### config.mk
export PLATFORM = sky130hd
export DESIGN_NAME = alu_op_issuer_flat
export DESIGN_NICKNAME = d
export VERILOG_FILES = /design/src/rtl/alu_op_issuer_if.sv /design/src/rtl/alu_op_issuer.sv /design/src/flat_wrapper.sv
export SDC_FILE = /design/constraint.sdc
export NUM_CORES = 1
export LEC_CHECK = 0
export BUFFER_PORTS_ARGS = -buffer_cell sky130_fd_sc_hd__buf_2
export CORE_AREA = 3 3 147 149
export CTS_BUF_LIST = sky130_fd_sc_hd__clkbuf_16
export DETAILED_ROUTE_END_ITERATION = 10
export DIE_AREA = 0 0 150 152
export GPL_TIMING_DRIVEN = 0
export HOLD_SLACK_MARGIN = 0.03
export PLACE_DENSITY = 0.71
export SETUP_SLACK_MARGIN = 0.3
export SYNTH_ARGS = -nofsm -noshare
export SYNTH_HDL_FRONTEND = slang
export SYNTH_SLANG_ARGS = --single-unit
### constraint.sdc
create_clock -name clk -period 2.78 [get_ports clk]
set_clock_uncertainty 0.15 [all_clocks]
set_input_delay 0.278 -clock clk [delete_from_list [all_inputs] [get_ports clk]]
set_output_delay 0.278 -clock clk [all_outputs]
set_load 0.01 [all_outputs]
### src/rtl/alu_op_issuer_if.sv
// Command/response channels between a requester and alu_op_issuer.
// ALU_ZCHECK_EN adds rsp_err to the response channel.
interface alu_op_issuer_if #(
  parameter int unsigned WIDTH = 16,
  parameter int unsigned TAG_W = 4
);
  logic             cmd_valid;
  logic             cmd_ready;
  logic [3:0]       cmd_opcode;
  logic [WIDTH-1:0] cmd_a;
  logic [WIDTH-1:0] cmd_b;
  logic [4:0]       cmd_shift;
  logic [TAG_W-1:0] cmd_tag;

  logic             rsp_valid;
  logic             rsp_ready;
  logic [WIDTH-1:0] rsp_result;
  logic [2:0]       rsp_flags;
  logic [TAG_W-1:0] rsp_tag;
`ifdef ALU_ZCHECK_EN
  logic             rsp_err;
`endif

  modport master (
    output cmd_valid, cmd_opcode, cmd_a, cmd_b, cmd_shift, cmd_tag, rsp_ready,
    input  cmd_ready, rsp_valid, rsp_result, rsp_flags, rsp_tag
`ifdef ALU_ZCHECK_EN
    , rsp_err
`endif
  );

  modport slave (
    input  cmd_valid, cmd_opcode, cmd_a, cmd_b, cmd_shift, cmd_tag, rsp_ready,
    output cmd_ready, rsp_valid, rsp_result, rsp_flags, rsp_tag
`ifdef ALU_ZCHECK_EN
    , rsp_err
`endif
  );
endinterface

### src/rtl/alu_op_issuer.sv
// Queues ALU commands, drives an attached combinational ALU, samples it after SETTLE
// cycles and returns result/flags/tag in order. ALU_ZCHECK_EN adds rsp_err.
module alu_op_issuer #(
  parameter int unsigned WIDTH  = 16,
  parameter int unsigned DEPTH  = 4,
  parameter int unsigned SETTLE = 1,
  parameter int unsigned TAG_W  = 4,
  parameter int unsigned CNT_W  = 16
) (
  input  logic              clk,
  input  logic              rst_n,
  alu_op_issuer_if.slave    bus,
  output logic [3:0]        opcode,
  output logic [WIDTH-1:0]  input1,
  output logic [WIDTH-1:0]  input2,
  output logic [4:0]        shiftValue,
  input  logic [WIDTH-1:0]  result,
  input  logic              carryFlag,
  input  logic              zeroFlag,
  input  logic              overFlowFlag,
  output logic [CNT_W-1:0]  op_count
);
  localparam int unsigned AW = $clog2(DEPTH);
  localparam int unsigned WW = (SETTLE > 1) ? $clog2(SETTLE) : 1;
  localparam logic [AW:0] FULL_CNT = (AW+1)'(DEPTH);
  localparam logic [WW-1:0] WAIT_INIT = WW'(SETTLE - 1);

  localparam logic [1:0] S_IDLE = 2'd0;
  localparam logic [1:0] S_WAIT = 2'd1;
  localparam logic [1:0] S_RESP = 2'd2;

  typedef struct packed {
    logic [3:0]       op;
    logic [WIDTH-1:0] a;
    logic [WIDTH-1:0] b;
    logic [4:0]       sh;
    logic [TAG_W-1:0] tag;
  } cmd_t;

  cmd_t             mem [DEPTH];
  cmd_t             head;
  logic [AW-1:0]    wr_ptr;
  logic [AW-1:0]    rd_ptr;
  logic [AW:0]      count;
  logic [1:0]       state;
  logic [WW-1:0]    wait_cnt;
  logic [TAG_W-1:0] cur_tag;
  logic             push;
  logic             pop;

  assign bus.cmd_ready = (count != FULL_CNT);
  assign push = bus.cmd_valid && bus.cmd_ready;
  assign pop  = (state == S_IDLE) && (count != '0);
  assign head = mem[rd_ptr];

  // Storage needs no reset: occupancy alone decides what is valid.
  always_ff @(posedge clk) begin
    if (push) mem[wr_ptr] <= {bus.cmd_opcode, bus.cmd_a, bus.cmd_b, bus.cmd_shift, bus.cmd_tag};
  end

  always_ff @(posedge clk or negedge rst_n) begin
    if (!rst_n) begin
      wr_ptr         <= '0;
      rd_ptr         <= '0;
      count          <= '0;
      state          <= S_IDLE;
      wait_cnt       <= '0;
      cur_tag        <= '0;
      opcode         <= '0;
      input1         <= '0;
      input2         <= '0;
      shiftValue     <= '0;
      bus.rsp_valid  <= 1'b0;
      bus.rsp_result <= '0;
      bus.rsp_flags  <= '0;
      bus.rsp_tag    <= '0;
`ifdef ALU_ZCHECK_EN
      bus.rsp_err    <= 1'b0;
`endif
      op_count       <= '0;
    end else begin
      if (push) wr_ptr <= wr_ptr + 1'b1;
      if (pop)  rd_ptr <= rd_ptr + 1'b1;
      case ({push, pop})
        2'b10:   count <= count + 1'b1;
        2'b01:   count <= count - 1'b1;
        default: ;
      endcase

      case (state)
        S_IDLE: begin
          if (pop) begin
            opcode     <= head.op;
            input1     <= head.a;
            input2     <= head.b;
            shiftValue <= head.sh;
            cur_tag    <= head.tag;
            wait_cnt   <= WAIT_INIT;
            state      <= S_WAIT;
          end
        end
        S_WAIT: begin
          if (wait_cnt == '0) begin
            bus.rsp_result <= result;
            bus.rsp_flags  <= {overFlowFlag, zeroFlag, carryFlag};
            bus.rsp_tag    <= cur_tag;
`ifdef ALU_ZCHECK_EN
            bus.rsp_err    <= (zeroFlag != (result == '0));
`endif
            bus.rsp_valid  <= 1'b1;
            state          <= S_RESP;
          end else begin
            wait_cnt <= wait_cnt - 1'b1;
          end
        end
        S_RESP: begin
          if (bus.rsp_ready) begin
            bus.rsp_valid <= 1'b0;
            op_count      <= op_count + 1'b1;
            state         <= S_IDLE;
          end
        end
        default: state <= S_IDLE;
      endcase
    end
  end
endmodule

### src/flat_wrapper.sv
// flat-port wrapper written by rule: the top's interface ports become plain ports
module alu_op_issuer_flat 
#(
  parameter int unsigned WIDTH  = 16,
  parameter int unsigned DEPTH  = 4,
  parameter int unsigned SETTLE = 1,
  parameter int unsigned TAG_W  = 4,
  parameter int unsigned CNT_W  = 16
)
  (clk, rst_n, opcode, input1, input2, shiftValue, result, carryFlag, zeroFlag, overFlowFlag, op_count, bus_cmd_valid, bus_cmd_opcode, bus_cmd_a, bus_cmd_b, bus_cmd_shift, bus_cmd_tag, bus_rsp_ready, bus_cmd_ready, bus_rsp_valid, bus_rsp_result, bus_rsp_flags, bus_rsp_tag);
  alu_op_issuer_if #(.WIDTH(WIDTH), .TAG_W(TAG_W)) bus_i ();
  input  logic clk;
  input  logic rst_n;
  output logic [3:0] opcode;
  output logic [WIDTH-1:0] input1;
  output logic [WIDTH-1:0] input2;
  output logic [4:0] shiftValue;
  input  logic [WIDTH-1:0] result;
  input  logic carryFlag;
  input  logic zeroFlag;
  input  logic overFlowFlag;
  output logic [CNT_W-1:0] op_count;
  input wire logic [$bits(bus_i.cmd_valid)-1:0] bus_cmd_valid;
  input wire logic [$bits(bus_i.cmd_opcode)-1:0] bus_cmd_opcode;
  input wire logic [$bits(bus_i.cmd_a)-1:0] bus_cmd_a;
  input wire logic [$bits(bus_i.cmd_b)-1:0] bus_cmd_b;
  input wire logic [$bits(bus_i.cmd_shift)-1:0] bus_cmd_shift;
  input wire logic [$bits(bus_i.cmd_tag)-1:0] bus_cmd_tag;
  input wire logic [$bits(bus_i.rsp_ready)-1:0] bus_rsp_ready;
  output wire logic [$bits(bus_i.cmd_ready)-1:0] bus_cmd_ready;
  output wire logic [$bits(bus_i.rsp_valid)-1:0] bus_rsp_valid;
  output wire logic [$bits(bus_i.rsp_result)-1:0] bus_rsp_result;
  output wire logic [$bits(bus_i.rsp_flags)-1:0] bus_rsp_flags;
  output wire logic [$bits(bus_i.rsp_tag)-1:0] bus_rsp_tag;
  assign bus_i.cmd_valid = bus_cmd_valid;
  assign bus_i.cmd_opcode = bus_cmd_opcode;
  assign bus_i.cmd_a = bus_cmd_a;
  assign bus_i.cmd_b = bus_cmd_b;
  assign bus_i.cmd_shift = bus_cmd_shift;
  assign bus_i.cmd_tag = bus_cmd_tag;
  assign bus_i.rsp_ready = bus_rsp_ready;
  assign bus_cmd_ready = bus_i.cmd_ready;
  assign bus_rsp_valid = bus_i.rsp_valid;
  assign bus_rsp_result = bus_i.rsp_result;
  assign bus_rsp_flags = bus_i.rsp_flags;
  assign bus_rsp_tag = bus_i.rsp_tag;
  alu_op_issuer #(.WIDTH(WIDTH), .DEPTH(DEPTH), .SETTLE(SETTLE), .TAG_W(TAG_W), .CNT_W(CNT_W)) u_core (.clk(clk), .rst_n(rst_n), .bus(bus_i), .opcode(opcode), .input1(input1), .input2(input2), .shiftValue(shiftValue), .result(result), .carryFlag(carryFlag), .zeroFlag(zeroFlag), .overFlowFlag(overFlowFlag), .op_count(op_count));
endmodule
==> flow_summary.json <==
{
  "grt_pass1_wl_mm": 31.6,
  "place_ws_ns": -0.142,
  "routed_wl_mm": 20.1,
  "critPathMaxFanout": 10,
  "nets": 819,
  "synth_warnings": 0,
  "m1WireLength_mm": 8.08,
  "final_core_util": 0.643,
  "ys_seq_elements": 274,
  "die_x_um": 150,
  "status": "completed",
  "cts_tree": "yes",
  "overflow": 0,
  "clkLatencyLatePin_ns": 0.53,
  "slew_viol_final": 0,
  "start_util": 0.504,
  "arrival_ns": 2.64,
  "start_kind": "flop",
  "rows": 52,
  "die-area_sq_mm": 0.0228,
  "timing.rr.end": "u_core.count[2]",
  "drv_cap": 0,
  "grt_pass1_vias": 5906,
  "min_path_type": "input port to async pin",
  "gp_congestion": 0.774,
  "via_per_inst": 5.17,
  "period_needed_ns": 2.34,
  "place_hpwl_mm": 12.4,
  "critPathKind": "flop to flop",
  "crit_family": "adder cells",
  "seq_area_frac_synth": 0.759,
  "yosysUniqueCellTypes": 28,
  "reg2regPathDepth": 9,
  "rsz0062_at_grt": "false",
  "diodes": 0,
  "first_pass_iters": 4,
  "layout_commonest_cell": "edfxtp_1",
  "layout_common_cells": "edfxtp_1, buf_2, dfrtp_1, mux2_2, dlygate4sd3_1",
  "timing.final.crit_share": 0.842,
  "ios": 150,
  "grt_usage": 0.177,
  "wl_met3_mm": 1.30,
  "dr.max_layer_used": "met4",
  "relSlewSlack": 0.476,
  "required_ns": 3.08,
  "cts_made_buffers": 29,
  "cts_root_buffer": "clkbuf_16",
  "coreArea_sq_mm": 0.0203,
  "r2r_slack_ns": 0.44,
  "antenna_found_initial": 0,
  "final.setup.tns_ns": 0,
  "crit_slowest_cell": "dfrtp_2",
  "die_h_um": 152,
  "synth_nets": 565,
  "tightest_slew_ns": 0.785,
  "drtIter0Drc": 221,
  "grt_max_degree": 65,
  "leakagePower_nw": 5.12,
  "power_density_mw_per_mm2": 1090,
  "crit_chain": "nor3_4 -> buf_6 -> buf_6 -> ha_1 -> inv_1 -> fa_1 -> xor2_1 -> nor2_1 -> xor2_1",
  "holdWs_ns": 0.113,
  "worst_path_largest_cell_delay_ns": 0.48,
  "avgSynthCellArea_sq_um": 20.9,
  "critPathBufInv": 3,
  "io_buffer_count": 149,
  "vias": 5365,
  "setup_slack_ns": 0.440,
  "dr_wl_met2_mm": 10.4,
  "clock_path_buffers": 3,
  "route.detailed.drc": 0,
  "critPathCaptureType": "flop",
  "fmax_ghz": 0.427,
  "postRouteAntennaNets": 0,
  "setup_viol": 0,
  "clock_sinks": 274,
  "cts_max_level": 1,
  "r2r-start": "u_core.state[1]",
  "clk_pin_slew_ns": 0.06,
  "fillCellCount": 1394,
  "synthCells": 490,
  "drive_gt1_frac": 0.435,
  "synthesis.area_sq_mm": 0.0102,
  "finalHoldViolCount": 0,
  "ir_drop_v": 0.000711,
  "syn_to_final_growth_pct": 27.7,
  "routedWlPerCell_um": 19.4
}
==> how the worst max path moves through the flow <==
stage / slack, ns / start / to / depth (start not counted)
after floorplan: 0.38 / u_core.state[1] / u_core.count[2] / 9
final: 0.44 / u_core.state[1] / u_core.count[2] / 9
after global routing: 0.32 / u_core.state[1] / u_core.count[2] / 9
after global placement: -0.45 / u_core.count[0] / u_core.mem[0][26] / 3
after CTS: 0.32 / u_core.state[1] / u_core.count[2] / 9
after detailed placement: -0.14 / u_core.state[1] / u_core.count[2] / 9
==> area by class of cell <==
class / instances / area, sq um / share of cell area
Clock buffer: 29 / 726 / 0.0556
Timing Repair Buffer: 223 / 1540 / 0.118
Buffer: 18 / 96.3 / 0.00738
Inverter: 9 / 33.8 / 0.00259
Sequential cell: 274 / 7760 / 0.594
Tap cell: 270 / 338 / 0.0259
Clock inverter: 25 / 198 / 0.0151
Multi-Input combinational cell: 189 / 2360 / 0.181
==> synthesized netlist by cell type (all sizes together) <==
library cell	instances	share of area
a21o	1	0.00086
a21oi	1	0.00049
and2	1	0.00061
and2b	1	0.00086
and3	5	0.0031
buf	11	0.0056
clkbuf	7	0.0026
dfrtp	94	0.23
edfxtp	180	0.53
fa	1	0.0020
ha	6	0.0073
inv	9	0.0033
mux2	70	0.077
mux2i	1	0.00098
mux4	45	0.099
nand2	9	0.0033
nand3	3	0.0015
nand4	5	0.0031
nand4b	1	0.0023
nor2	9	0.0033
nor3	6	0.0034
nor4	1	0.00061
o21ai	1	0.00049
or4	1	0.0011
xnor2	9	0.0077
xor2	12	0.010
==> flip-flops by register name (all words and copies together) (netlist names) <==
name,cells
u_core.bus.rsp_flags,3
u_core.bus.rsp_result,16
u_core.bus.rsp_tag,4
u_core.bus.rsp_valid,1
u_core.count,3
u_core.cur_tag,4
u_core.input1,16
u_core.input2,16
u_core.mem,180
u_core.op_count,16
u_core.opcode,4
u_core.rd_ptr,2
u_core.shiftValue,5
u_core.state,2
u_core.wr_ptr,2
==> metrics by stage <==
step	std cells	instance area, sq um	total power, mW
finish	1037	13100	14.2
CTS	1035	13000	14.4
detailed placement	914	11400	10.5
global placement	909	11300	10.3
floorplan	490	10200	8.99
global route	1037	13100	15.0
==> report_power, final <==
part | internal [mW] | switching, mW
combinational | 2.29 | 2.12
clock | 2.17 | 1.49
sequential | 5.60 | 0.516
total | 10.1 | 4.13
==> timing repair <==
| action | 4_1_cts | 5_1_grt |
|---|---|---|
| endpoints found under the setup margin | 2 | 1 |
| buffers inserted | 0 | 2 |
| hold endpoints to repair | 297 | 0 |
| gates resized for setup | 7 | 1 |
| hold buffers | 67 | 0 |
| cloned | 0 | 0 |
==> metal layers <==
layer | vias to the layer above | track usage
met2 | 153 | 0.317
li1 | 2435 | -
met5 | - | 0
met1 | 2746 | 0.219
met3 | 31 | 0.0411
met4 | 0 | 0.0383
==> cell families (layout without fill, tap and decap cells) <==
kind of cell,count (synthesis),count (layout),synth area share
xor+xnor,21,21,0.0180
simple gates,42,42,0.0231
buf+inv,27,304,0.0115
flops,274,274,0.759
mux,116,116,0.177
fa+ha+maj,7,7,0.00930
compound gates,3,3,0.00184
Power figures use the tool's default switching activity.
